$ cat src/rtl/result_uart_pkg.sv
// Shared types and helpers for the Result observer UART (state encoding, ASCII hex mapping).
// Pure definitions; no timing or flow control of its own.
package result_uart_pkg;

  typedef enum logic [1:0] {
    IDLE,
    START,
    DATA,
    STOP
  } uart_state_t;

  localparam logic [7:0] NEWLINE_CHAR = 8'h0A;

  function automatic logic [7:0] nib2ascii(input logic [3:0] nib);
    if (nib < 4'd10) return 8'h30 + {4'h0, nib};
    else             return 8'h37 + {4'h0, nib};
  endfunction

endpackage

$ cat src/rtl/result_fifo.sv
// Synchronous FWFT word FIFO: a push into a full FIFO is accepted only when a pop happens on the same edge.
// Read data is combinational from the head slot; count/pointers update on the clock edge.
module result_fifo #(
  parameter int WIDTH = 32,
  parameter int DEPTH = 8
) (
  input  logic               i_clk,
  input  logic               i_rst_n,
  input  logic               i_push,
  input  logic [WIDTH-1:0]   i_push_dat,
  input  logic               i_pop,
  output logic [WIDTH-1:0]   o_pop_dat,
  output logic               o_full,
  output logic               o_empty,
  output logic               o_accept,
  output logic               o_drop,
  output logic [$clog2(DEPTH):0] o_count
);

  localparam int AW = $clog2(DEPTH);
  localparam int CW = AW + 1;

  logic [WIDTH-1:0] r_mem [DEPTH];
  logic [AW-1:0]    r_wr_ptr;
  logic [AW-1:0]    r_rd_ptr;
  logic [CW-1:0]    r_count;
  logic             w_do_pop;
  logic             w_do_push;

  assign o_full    = (r_count == CW'(DEPTH));
  assign o_empty   = (r_count == '0);
  assign w_do_pop  = i_pop && !o_empty;
  assign w_do_push = i_push && (!o_full || w_do_pop);
  assign o_accept  = w_do_push;
  assign o_drop    = i_push && !w_do_push;
  assign o_pop_dat = r_mem[r_rd_ptr];
  assign o_count   = r_count;

  always_ff @(posedge i_clk) begin
    if (!i_rst_n) begin
      r_wr_ptr <= '0;
      r_rd_ptr <= '0;
      r_count  <= '0;
    end else begin
      if (w_do_push) r_wr_ptr <= r_wr_ptr + AW'(1);
      if (w_do_pop)  r_rd_ptr <= r_rd_ptr + AW'(1);
      case ({w_do_push, w_do_pop})
        2'b10:   r_count <= r_count + CW'(1);
        2'b01:   r_count <= r_count - CW'(1);
        default: r_count <= r_count;
      endcase
    end
  end

  // Storage needs no reset: only slots between the pointers are ever read.
  always_ff @(posedge i_clk) begin
    if (w_do_push) r_mem[r_wr_ptr] <= i_push_dat;
  end

endmodule

$ cat src/rtl/result_uart.sv
// Logs every change of Result through a FIFO onto an 8N1 UART (raw LSB-first bytes, or ASCII hex + LF with RESULT_UART_HEX_EN).
// Push on the change edge, pop one edge later; no back-pressure to the core, a full FIFO drops the change and sets sticky Overflow.
module result_uart
  import result_uart_pkg::*;
#(
  parameter int DATA_WIDTH   = 32,
  parameter int CLKS_PER_BIT = 868,
  parameter int FIFO_DEPTH   = 8
) (
  input  logic                        clk,
  input  logic                        rst,
  input  logic [DATA_WIDTH-1:0]       Result,
  output logic                        tx,
  output logic                        Busy,
  output logic                        Overflow,
  output logic [$clog2(FIFO_DEPTH):0] Count
);

  localparam int CW = $clog2(FIFO_DEPTH) + 1;
`ifdef RESULT_UART_HEX_EN
  localparam int NIBS    = DATA_WIDTH / 4;
  localparam int NFRAMES = NIBS + 1;
`else
  localparam int NFRAMES = DATA_WIDTH / 8;
`endif
  localparam int BIW = (NFRAMES > 1) ? $clog2(NFRAMES) : 1;
  localparam int BCW = (CLKS_PER_BIT > 1) ? $clog2(CLKS_PER_BIT) : 1;
  localparam logic [BIW-1:0] LAST_FRAME = BIW'(NFRAMES - 1);
  localparam logic [BCW-1:0] LAST_CLK   = BCW'(CLKS_PER_BIT - 1);

  logic [DATA_WIDTH-1:0] r_prev;
  logic                  r_overflow;
  logic                  r_busy;
  logic                  r_tx;
  uart_state_t           r_state;
  logic [DATA_WIDTH-1:0] r_word;
  logic [BIW-1:0]        r_byte_idx;
  logic [2:0]            r_bit_idx;
  logic [BCW-1:0]        r_clk_cnt;

  uart_state_t           w_state_nxt;
  logic [DATA_WIDTH-1:0] w_word_nxt;
  logic [BIW-1:0]        w_byte_nxt;
  logic [2:0]            w_bit_nxt;
  logic [BCW-1:0]        w_clk_nxt;
  logic                  w_tx_nxt;
  logic                  w_pop;
  logic                  w_push;
  logic                  w_accept;
  logic                  w_drop;
  logic                  w_empty;
  logic                  w_full;
  logic [DATA_WIDTH-1:0] w_fifo_dat;
  logic [CW-1:0]         w_count;
  logic [7:0]            w_frame;

  function automatic logic [7:0] frame_byte(input logic [DATA_WIDTH-1:0] word,
                                            input logic [BIW-1:0] idx);
`ifdef RESULT_UART_HEX_EN
    if (idx == LAST_FRAME) return NEWLINE_CHAR;
    return nib2ascii(4'(word >> (4 * (NIBS - 1 - int'(idx)))));
`else
    return 8'(word >> (8 * int'(idx)));
`endif
  endfunction

  assign w_push = (Result != r_prev);

  result_fifo #(
    .WIDTH (DATA_WIDTH),
    .DEPTH (FIFO_DEPTH)
  ) u_fifo (
    .i_clk      (clk),
    .i_rst_n    (rst),
    .i_push     (w_push),
    .i_push_dat (Result),
    .i_pop      (w_pop),
    .o_pop_dat  (w_fifo_dat),
    .o_full     (w_full),
    .o_empty    (w_empty),
    .o_accept   (w_accept),
    .o_drop     (w_drop),
    .o_count    (w_count)
  );

  always_ff @(posedge clk) begin
    if (!rst) begin
      r_prev     <= '0;
      r_overflow <= 1'b0;
    end else begin
      if (w_push) r_prev <= Result;
      if (w_drop) r_overflow <= 1'b1;
    end
  end

  always_comb begin
    w_state_nxt = r_state;
    w_word_nxt  = r_word;
    w_byte_nxt  = r_byte_idx;
    w_bit_nxt   = r_bit_idx;
    w_clk_nxt   = r_clk_cnt;
    w_pop       = 1'b0;
    case (r_state)
      IDLE: begin
        if (!w_empty) begin
          w_pop       = 1'b1;
          w_word_nxt  = w_fifo_dat;
          w_byte_nxt  = '0;
          w_bit_nxt   = '0;
          w_clk_nxt   = '0;
          w_state_nxt = START;
        end
      end
      START: begin
        if (r_clk_cnt == LAST_CLK) begin
          w_clk_nxt   = '0;
          w_bit_nxt   = '0;
          w_state_nxt = DATA;
        end else begin
          w_clk_nxt = r_clk_cnt + BCW'(1);
        end
      end
      DATA: begin
        if (r_clk_cnt == LAST_CLK) begin
          w_clk_nxt = '0;
          if (r_bit_idx == 3'd7) w_state_nxt = STOP;
          else                   w_bit_nxt   = r_bit_idx + 3'd1;
        end else begin
          w_clk_nxt = r_clk_cnt + BCW'(1);
        end
      end
      STOP: begin
        if (r_clk_cnt == LAST_CLK) begin
          w_clk_nxt = '0;
          if (r_byte_idx == LAST_FRAME) begin
            w_state_nxt = IDLE;
          end else begin
            w_byte_nxt  = r_byte_idx + BIW'(1);
            w_state_nxt = START;
          end
        end else begin
          w_clk_nxt = r_clk_cnt + BCW'(1);
        end
      end
      default: w_state_nxt = IDLE;
    endcase
  end

  // The line level is decided from next-state values so tx itself can be a flop.
  assign w_frame = frame_byte(w_word_nxt, w_byte_nxt);

  always_comb begin
    w_tx_nxt = 1'b1;
    case (w_state_nxt)
      START:   w_tx_nxt = 1'b0;
      DATA:    w_tx_nxt = w_frame[w_bit_nxt];
      default: w_tx_nxt = 1'b1;
    endcase
  end

  always_ff @(posedge clk) begin
    if (!rst) begin
      r_state    <= IDLE;
      r_word     <= '0;
      r_byte_idx <= '0;
      r_bit_idx  <= '0;
      r_clk_cnt  <= '0;
      r_tx       <= 1'b1;
      r_busy     <= 1'b0;
    end else begin
      r_state    <= w_state_nxt;
      r_word     <= w_word_nxt;
      r_byte_idx <= w_byte_nxt;
      r_bit_idx  <= w_bit_nxt;
      r_clk_cnt  <= w_clk_nxt;
      r_tx       <= w_tx_nxt;
      r_busy     <= w_accept || (w_count > CW'(w_pop)) || (w_state_nxt != IDLE);
    end
  end

  assign tx       = r_tx;
  assign Busy     = r_busy;
  assign Overflow = r_overflow;
  assign Count    = w_count;

endmodule
$ cat config.mk
export PLATFORM = sky130hd
export DESIGN_NAME = result_uart
export DESIGN_NICKNAME = d
export VERILOG_FILES = /design/src/rtl/result_uart_pkg.sv /design/src/rtl/result_fifo.sv /design/src/rtl/result_uart.sv
export SDC_FILE = /design/constraint.sdc
export NUM_CORES = 1
export LEC_CHECK = 0
export ABC_CLOCK_PERIOD_IN_PS = 5200
export CORE_MARGIN = 4
export CORE_UTILIZATION = 37
export DETAILED_ROUTE_END_ITERATION = 10
export PLACE_DENSITY = 0.58
export SETUP_SLACK_MARGIN = 0.1
export SLEW_MARGIN = 20
export SYNTH_ARGS = -nofsm -noshare
export SYNTH_HDL_FRONTEND = slang
export SYNTH_SLANG_ARGS = --single-unit
$ cat constraint.sdc
create_clock -name clk -period 5.2 [get_ports clk]
set_input_delay 1.04 -clock clk [delete_from_list [all_inputs] [get_ports clk]]
set_output_delay 1.04 -clock clk [all_outputs]
set_load 0.01 [all_outputs]
==> key figures <==
Outcome
  – Outcome: completed

Logic synthesis
  – Count of state elements after synthesis: 353
  – Gate count of the mapped netlist: 817
  – Synth Area in Adders: 0.0107
  – Post-synth top cells: edfxtp_1 (256), dfxtp_1 (97), mux4_2 (64)
  – Mapped Nets: 863
  – Yosys Warn Count: 0
  – Asr flop ratio synth: 0
  – Post-synth EDFFs: 256
  – Post-synthesis xor/xnor area fraction: 0.0299
  – Mux share of post-synthesis cell area: 0.174
  – Cell Area, Synth: 0.0140 mm²
  – Seq/Total Area, Yosys: 0.685
  – Yosys top cell area share: 0.547
  – Largest family of logic cells by synthesized area: multiplexers
  – Main synth FF type: edfxtp_1
  – Simple-gate portion of the synthesized area: 0.0684
  – Area contributors post-synth: edfxtp_1 (55%), dfxtp_1 (14%), mux4_2 (10%)
  – Post-synth cell types: 49
  – Synth Area in Compound Gates: 0.0171
  – Most numerous cell in the Yosys netlist: edfxtp_1
  – Post-synth top area cell: edfxtp_1
  – Syn_area_per_cell: 17.2 µm²

Min path
  – Worst min path class: reg -> reg
  – Hold_sp: Overflow$_SDFFE_PN0P_
  – Cells on Worst Hold Path: 1
  – Hold endpoint: Overflow$_SDFFE_PN0P_

Timing
  – Max-slew violations: 0
  – Setup Viol. Count Final: 0
  – Final min period: 4.06 ns
  – Final Cycle Share: 0.780
  – Final-report hold violation count: 0
  – Hold WS: 0.475 ns
  – Slew headroom: 0.372
  – Slack of the critical path: 1.14 ns
  – Fmax achieved: 246 MHz
  – Actual slew at the worst max-slew pin: 0.940 ns
  – Clock skew: 0.0118 ns
  – Post-Route Setup TNS: 0 ns
  – RSZ-0062 raised after global routing: false

Worst setup path
  – Slowest-stage cell, CP: clkdlybuf4s50_1
  – Slowest cell delay on critical path: 0.67 ns
  – Buf/Inv on CP: 2
  – Reg2reg end: tx$_SDFF_PN1_
  – CP startpoint kind: input pin
  – Crit path cell chain: clkdlybuf4s50_1 -> xor2_1 -> nor4_1 -> nand4_1 -> nor4_1 -> buf_4 -> nand2b_1 -> ha_1 -> xor2_1 -> ha_1 -> a21oi_1 -> xor2_1 -> or3_1 -> a21boi_0
  – Crit. End Element: flop
  – Crit path required time: 5.66 ns
  – FF-to-FF path depth: 10
  – CP dominant cell by count: xor2_1
  – Crit Path Category: in -> reg
  – Family with the most delay on the worst path: simple AND/OR/NAND/NOR gates
  – Critical-path maximum fanout: 10
  – Flop2flop setup slack: 1.70 ns
  – Data arrival, critical path: 4.52 ns
  – RR Startpoint: r_state[1]$_SDFF_PN0_

Floorplanning
  – Core Footprint: 0.0376 mm²
  – Die height: 203 µm
  – Row count: 71
  – I/O pin cnt: 41
  – Die width: 203 µm
  – Initial Utilization: 0.374
  – Die ar.: 0.0412 mm²

Route
  – DRC viols: 0
  – Wire length per cell: 20.7 µm
  – Routed Antenna Nets: 0
  – DR WL met2: 14,100 µm
  – Via count: 7,043
  – Drt pass-1 iters: 4
  – Via density per instance: 4.94
  – Max layer used: met4
  – Iter 0 DRT Violations: 327
  – Post-Route WL: 29,500 µm
  – Routed length on met3: 1170 µm
  – WL met1: 13,600 µm

Final layout
  – Non-Filler Instances: 1,427
  – Share of layout cells above drive strength 1: 0.225
  – Diodes inserted: 0
  – Fill count: 3,285
  – Area growth, synth to finish: 18.7%
  – Final nets: 930
  – Final Util: 0.444

Placed design
  – Number of buffers added on ports: 40
  – Number of instances in the placed design: 1,353
  – Gpl congestion: 0.737
  – Placed wire-length estimate: 16,700 µm
  – Worst slack at placement: 0.580 ns

Clock network
  – CTS Hold Bufs: 0
  – CTS Buf Count: 40
  – H-tree levels: 2
  – CTS tree: done
  – Clk_lat worst skew: 0.54 ns
  – Post_cts resized: 0
  – Clk pin slew, worst setup/hold paths: 0.06 ns
  – Setup Fix Bufs, Post-CTS: 0
  – Clock Sinks: 353
  – CTS Buffer Depth: 3
  – Clock Tree Root: clkbuf_16

Pwr
  – VDD IR max: 0.000271 V
  – PwrDens: 467 mW/mm²
  – Lkg Pwr: 5.56 nW

Flow run
  – Number of max-cap violations: 0

Global routing
  – Pin count of the biggest net entering global routing: 87
  – First-pass GRT wire length: 45,500 µm
  – Vias in the first global route: 7,224
  – Initial antenna violation count: 0
  – Gr ovfl total: 0
  – Total GRT Usage: 0.146
## worst register-to-register path, delay by kind of cell (launching register included)
kind | cells | cell delay, ns
AO/OA/AOI/OAI | 2 | 0.37
adder cells (fa/ha/maj) | 1 | 0.33
buffers and inverters | 2 | 0.59
flip-flops | 1 | 0.36
multiplexers | 4 | 0.89
AND/OR/NAND/NOR | 1 | 0.84
## worst max path at each step
stage                from                        endpoint  depth (start not counted)
6_report        Result[2]  u_fifo.o_count[2]$_SDFFE_PN0P_                         14
5_1_grt        Result[18]  u_fifo.o_count[2]$_SDFFE_PN0P_                         14
4_1_cts        Result[18]  u_fifo.o_count[2]$_SDFFE_PN0P_                         14
3_5_place_dp   Result[18]  u_fifo.o_count[2]$_SDFFE_PN0P_                         14
3_3_place_gp   Result[18]  u_fifo.o_count[2]$_SDFFE_PN0P_                         14
2_1_floorplan  Result[29]    u_fifo.r_mem[6][0]$_DFFE_PP_                          8
## registers in the layout (all words and copies together), names as in the netlist, 3 cells and up, named ones only
register,flops
u_fifo.r_rd_ptr,3
u_fifo.o_count,4
r_word,32
r_prev,32
u_fifo.r_wr_ptr,3
r_clk_cnt,10
u_fifo.r_mem,256
r_bit_idx,3
## stage by stage
stage	cell area [µm²]	total power, mW
floorplan	14100	4.51
global placement	15300	4.97
detailed placement	15300	4.98
CTS	16700	7.91
global route	16700	8.17
finish	16700	7.79
## logic make-up (layout without fill, tap and decap cells)
| logic type | count (synthesis) | in the layout |
|---|---|---|
| buffers and inverters | 46 | 145 |
| flip-flops | 353 | 353 |
| adder cells (fa/ha/maj) | 12 | 12 |
| AO/OA/AOI/OAI | 33 | 33 |
| AND/OR/NAND/NOR | 165 | 165 |
| multiplexers | 160 | 160 |
| XOR/XNOR | 48 | 48 |
## cell usage in the layout, fill, tap and decap left out, drive strengths merged, types with 3 or more instances in the layout
cell,count
mux2i,62
nand3,5
dfxtp,97
buf,26
and2,43
bufinv,5
nor4,11
nor3,6
nand2,17
xnor2,14
a211oi,3
o21ai,6
a21oi,8
clkinv,8
clkdlybuf4s50,39
nor2b,41
mux2,34
xor2,34
nand4,5
edfxtp,256
mux4,64
or3,4
ha,12
nor2,17
inv,9
clkbuf,57
and3,4
## cell type report
type	count	area, µm²	area share
Tap cell	511	639	0.0383
Sequential cell	353	9640	0.578
Clock inverter	17	221	0.0133
Inverter	6	22.5	0.00135
Timing Repair Buffer	65	708	0.0425
Clock buffer	57	1150	0.0687
Multi-Input combinational cell	418	4300	0.258
## per-layer routing
metal	GRT usage	up-vias
met3	0.0273	47
met4	0.0434	0
li1	-	3275
met2	0.233	111
met5	0	-
met1	0.205	3610
## report_power, final
group,internal (mW),switching [mW]
Sequential,3.27,0.174
Combinational,0.720,0.725
Clock,1.79,1.11
Total,5.78,2.01
(Power assumes the default switching activity.)
==> patch (same settings) <==
Re-encode `uart_state_t` (4 states) as Gray code, 2 bits wide.
--- a/src/rtl/result_uart_pkg.sv
+++ b/src/rtl/result_uart_pkg.sv
@@ -4,8 +4,8 @@
 
   typedef enum logic [1:0] {
-    IDLE,
-    START,
-    DATA,
-    STOP
+    IDLE  = 2'b00,
+    START = 2'b01,
+    DATA  = 2'b11,
+    STOP  = 2'b10
   } uart_state_t;
 
Behaviour: no difference found for any inputs over 10 cycles, from zero or initial values and one cycle with rst low; not proved beyond that.
==> patch against the unedited design <==
- synthesized area down 0.94%
- largest power group unchanged
- sequential cell count unchanged
- routed wire length up 2.2%
- total power down 3.6%
- global-route usage about the same
- non-clock buffer count unchanged
- cell area down 2.6%
- via count up 4.8%
- clock skew up 7.8 ps
- worst setup slack worse by 28 ps
==> patch: results (changes against the unedited design) <==
Post-synth EDFFs: 256 (unchanged)
Max FO, Critical Path: 10 (unchanged)
Pre-CTS WS: 587 ps (+7.02 ps)
Cell-internal power: 5.49 mW (-5.0%)
Layout Nets: 948 (+1.9%)
Placed Instances: 1370 (+1.3%)
Largest net degree at the start of global routing: 58 (-33%)
Status: finished clean
Placer Congestion: 0.813 (+10%)
Static Leak: 5.46 nW (-1.8%)
Synth top cells by count: edfxtp_1, dfxtp_1, nor2_1, mux4_2, mux2i_1
Synth top area cells: edfxtp_1, dfxtp_1, mux4_2
I/O Buffers: 40 (unchanged)
Clock buffers: 52 (-8.8%)
Hpwl dp: 17.9 mm (+7.5%)
DRT Pass-1 Iters: 5 (+1)
Slew @ Worst Pin: 1090 ps (+149 ps)
H-tree depth: 2 (unchanged)
Syn_nets: 888 (+2.9%)
Post-Syn Instances: 846 (+3.5%)
Layout clock area frac: 7.75% (-0.46 points)
Async SR Flop Fraction: 0% (unchanged)
Vias post-DR: 7382 (+4.8%)
TritonCTS buffer count: 38 (-5.0%)
Post-synthesis sequential area ratio: 69.2% (+0.65 points)
Total GRT Usage: 14.6% (+0.032 points)
Routed len/inst: 20.9 um (+1.3%)
Distinct cells, synth: 58 (+18%)
Starting DRT DRC Count: 632 (+93%)
Worst Skew: 19.6 ps (+7.82 ps)
Combinational share of power: 18.2% (-0.4 points)
Critical path's largest stage delay: 810 ps (+140 ps)
Clock share of power: 35.8% (-1.4 points)
Storage cell area: 0.00964 sq mm (about the same)
Comb_multi_in: 439 (+5.0%)
Max VDD drop: 0.310 mV (+14%)
Data buffer area share: 3.70% (-0.55 points)
Critical path arrival: 4460 ps (-60 ps)
Fraction of area in multi-input gates: 25.1% (-0.68 points)
Footprint of the multi-input gates: 0.00407 sq mm (-5.2%)
Slowest stage cell on the critical path: nor4_1
Layout cell share with drive strength beyond 1: 18.5% (-4.0 points)
Placed Area: 0.0150 sq mm (-2.2%)
Vias per inst: 5.13 (+3.9%)
Inverters: 9 (+3)
NetSw: 2.02 mW (+0.52%)
Filler cell count: 3252 (-1.0%)
First-pass GRT wire length: 45.9 mm (+0.91%)
-- patch: path summary, 6_finish.rpt --
kind | startpoint | to | slack (ps) | cells after the start
hold reg to reg | u_fifo.r_rd_ptr[1]$_SDFFE_PN0P_ | register | 470 | 2
hold / removal | u_fifo.r_rd_ptr[1]$_SDFFE_PN0P_ | register | 470 | 2
setup / recovery | Result[13] | u_fifo.o_count[3]$_SDFFE_PN0P_ | 1110 | 13
setup reg to reg | r_clk_cnt[0]$_SDFFE_PN0P_ | tx$_SDFF_PN1_ | 1650 | 8
-- patch: logic make-up after synthesis --
logic type / share of synthesized area [%]
AOI/OAI and AO/OA: 4.60
and+or+nand+nor: 6.72
buffers and inverters: 1.96
DFF: 69.2
xor gates and xnor gates: 2.45
muxes: 14.3
adders and majority gates: 0.773
-- patch: per-layer routing --
layer	global-route usage, %	part of all wire (%)
met1	21.5	48
met2	23.0	46
met3	2.15	3.7
met4	3.56	2.1
met5	0	0
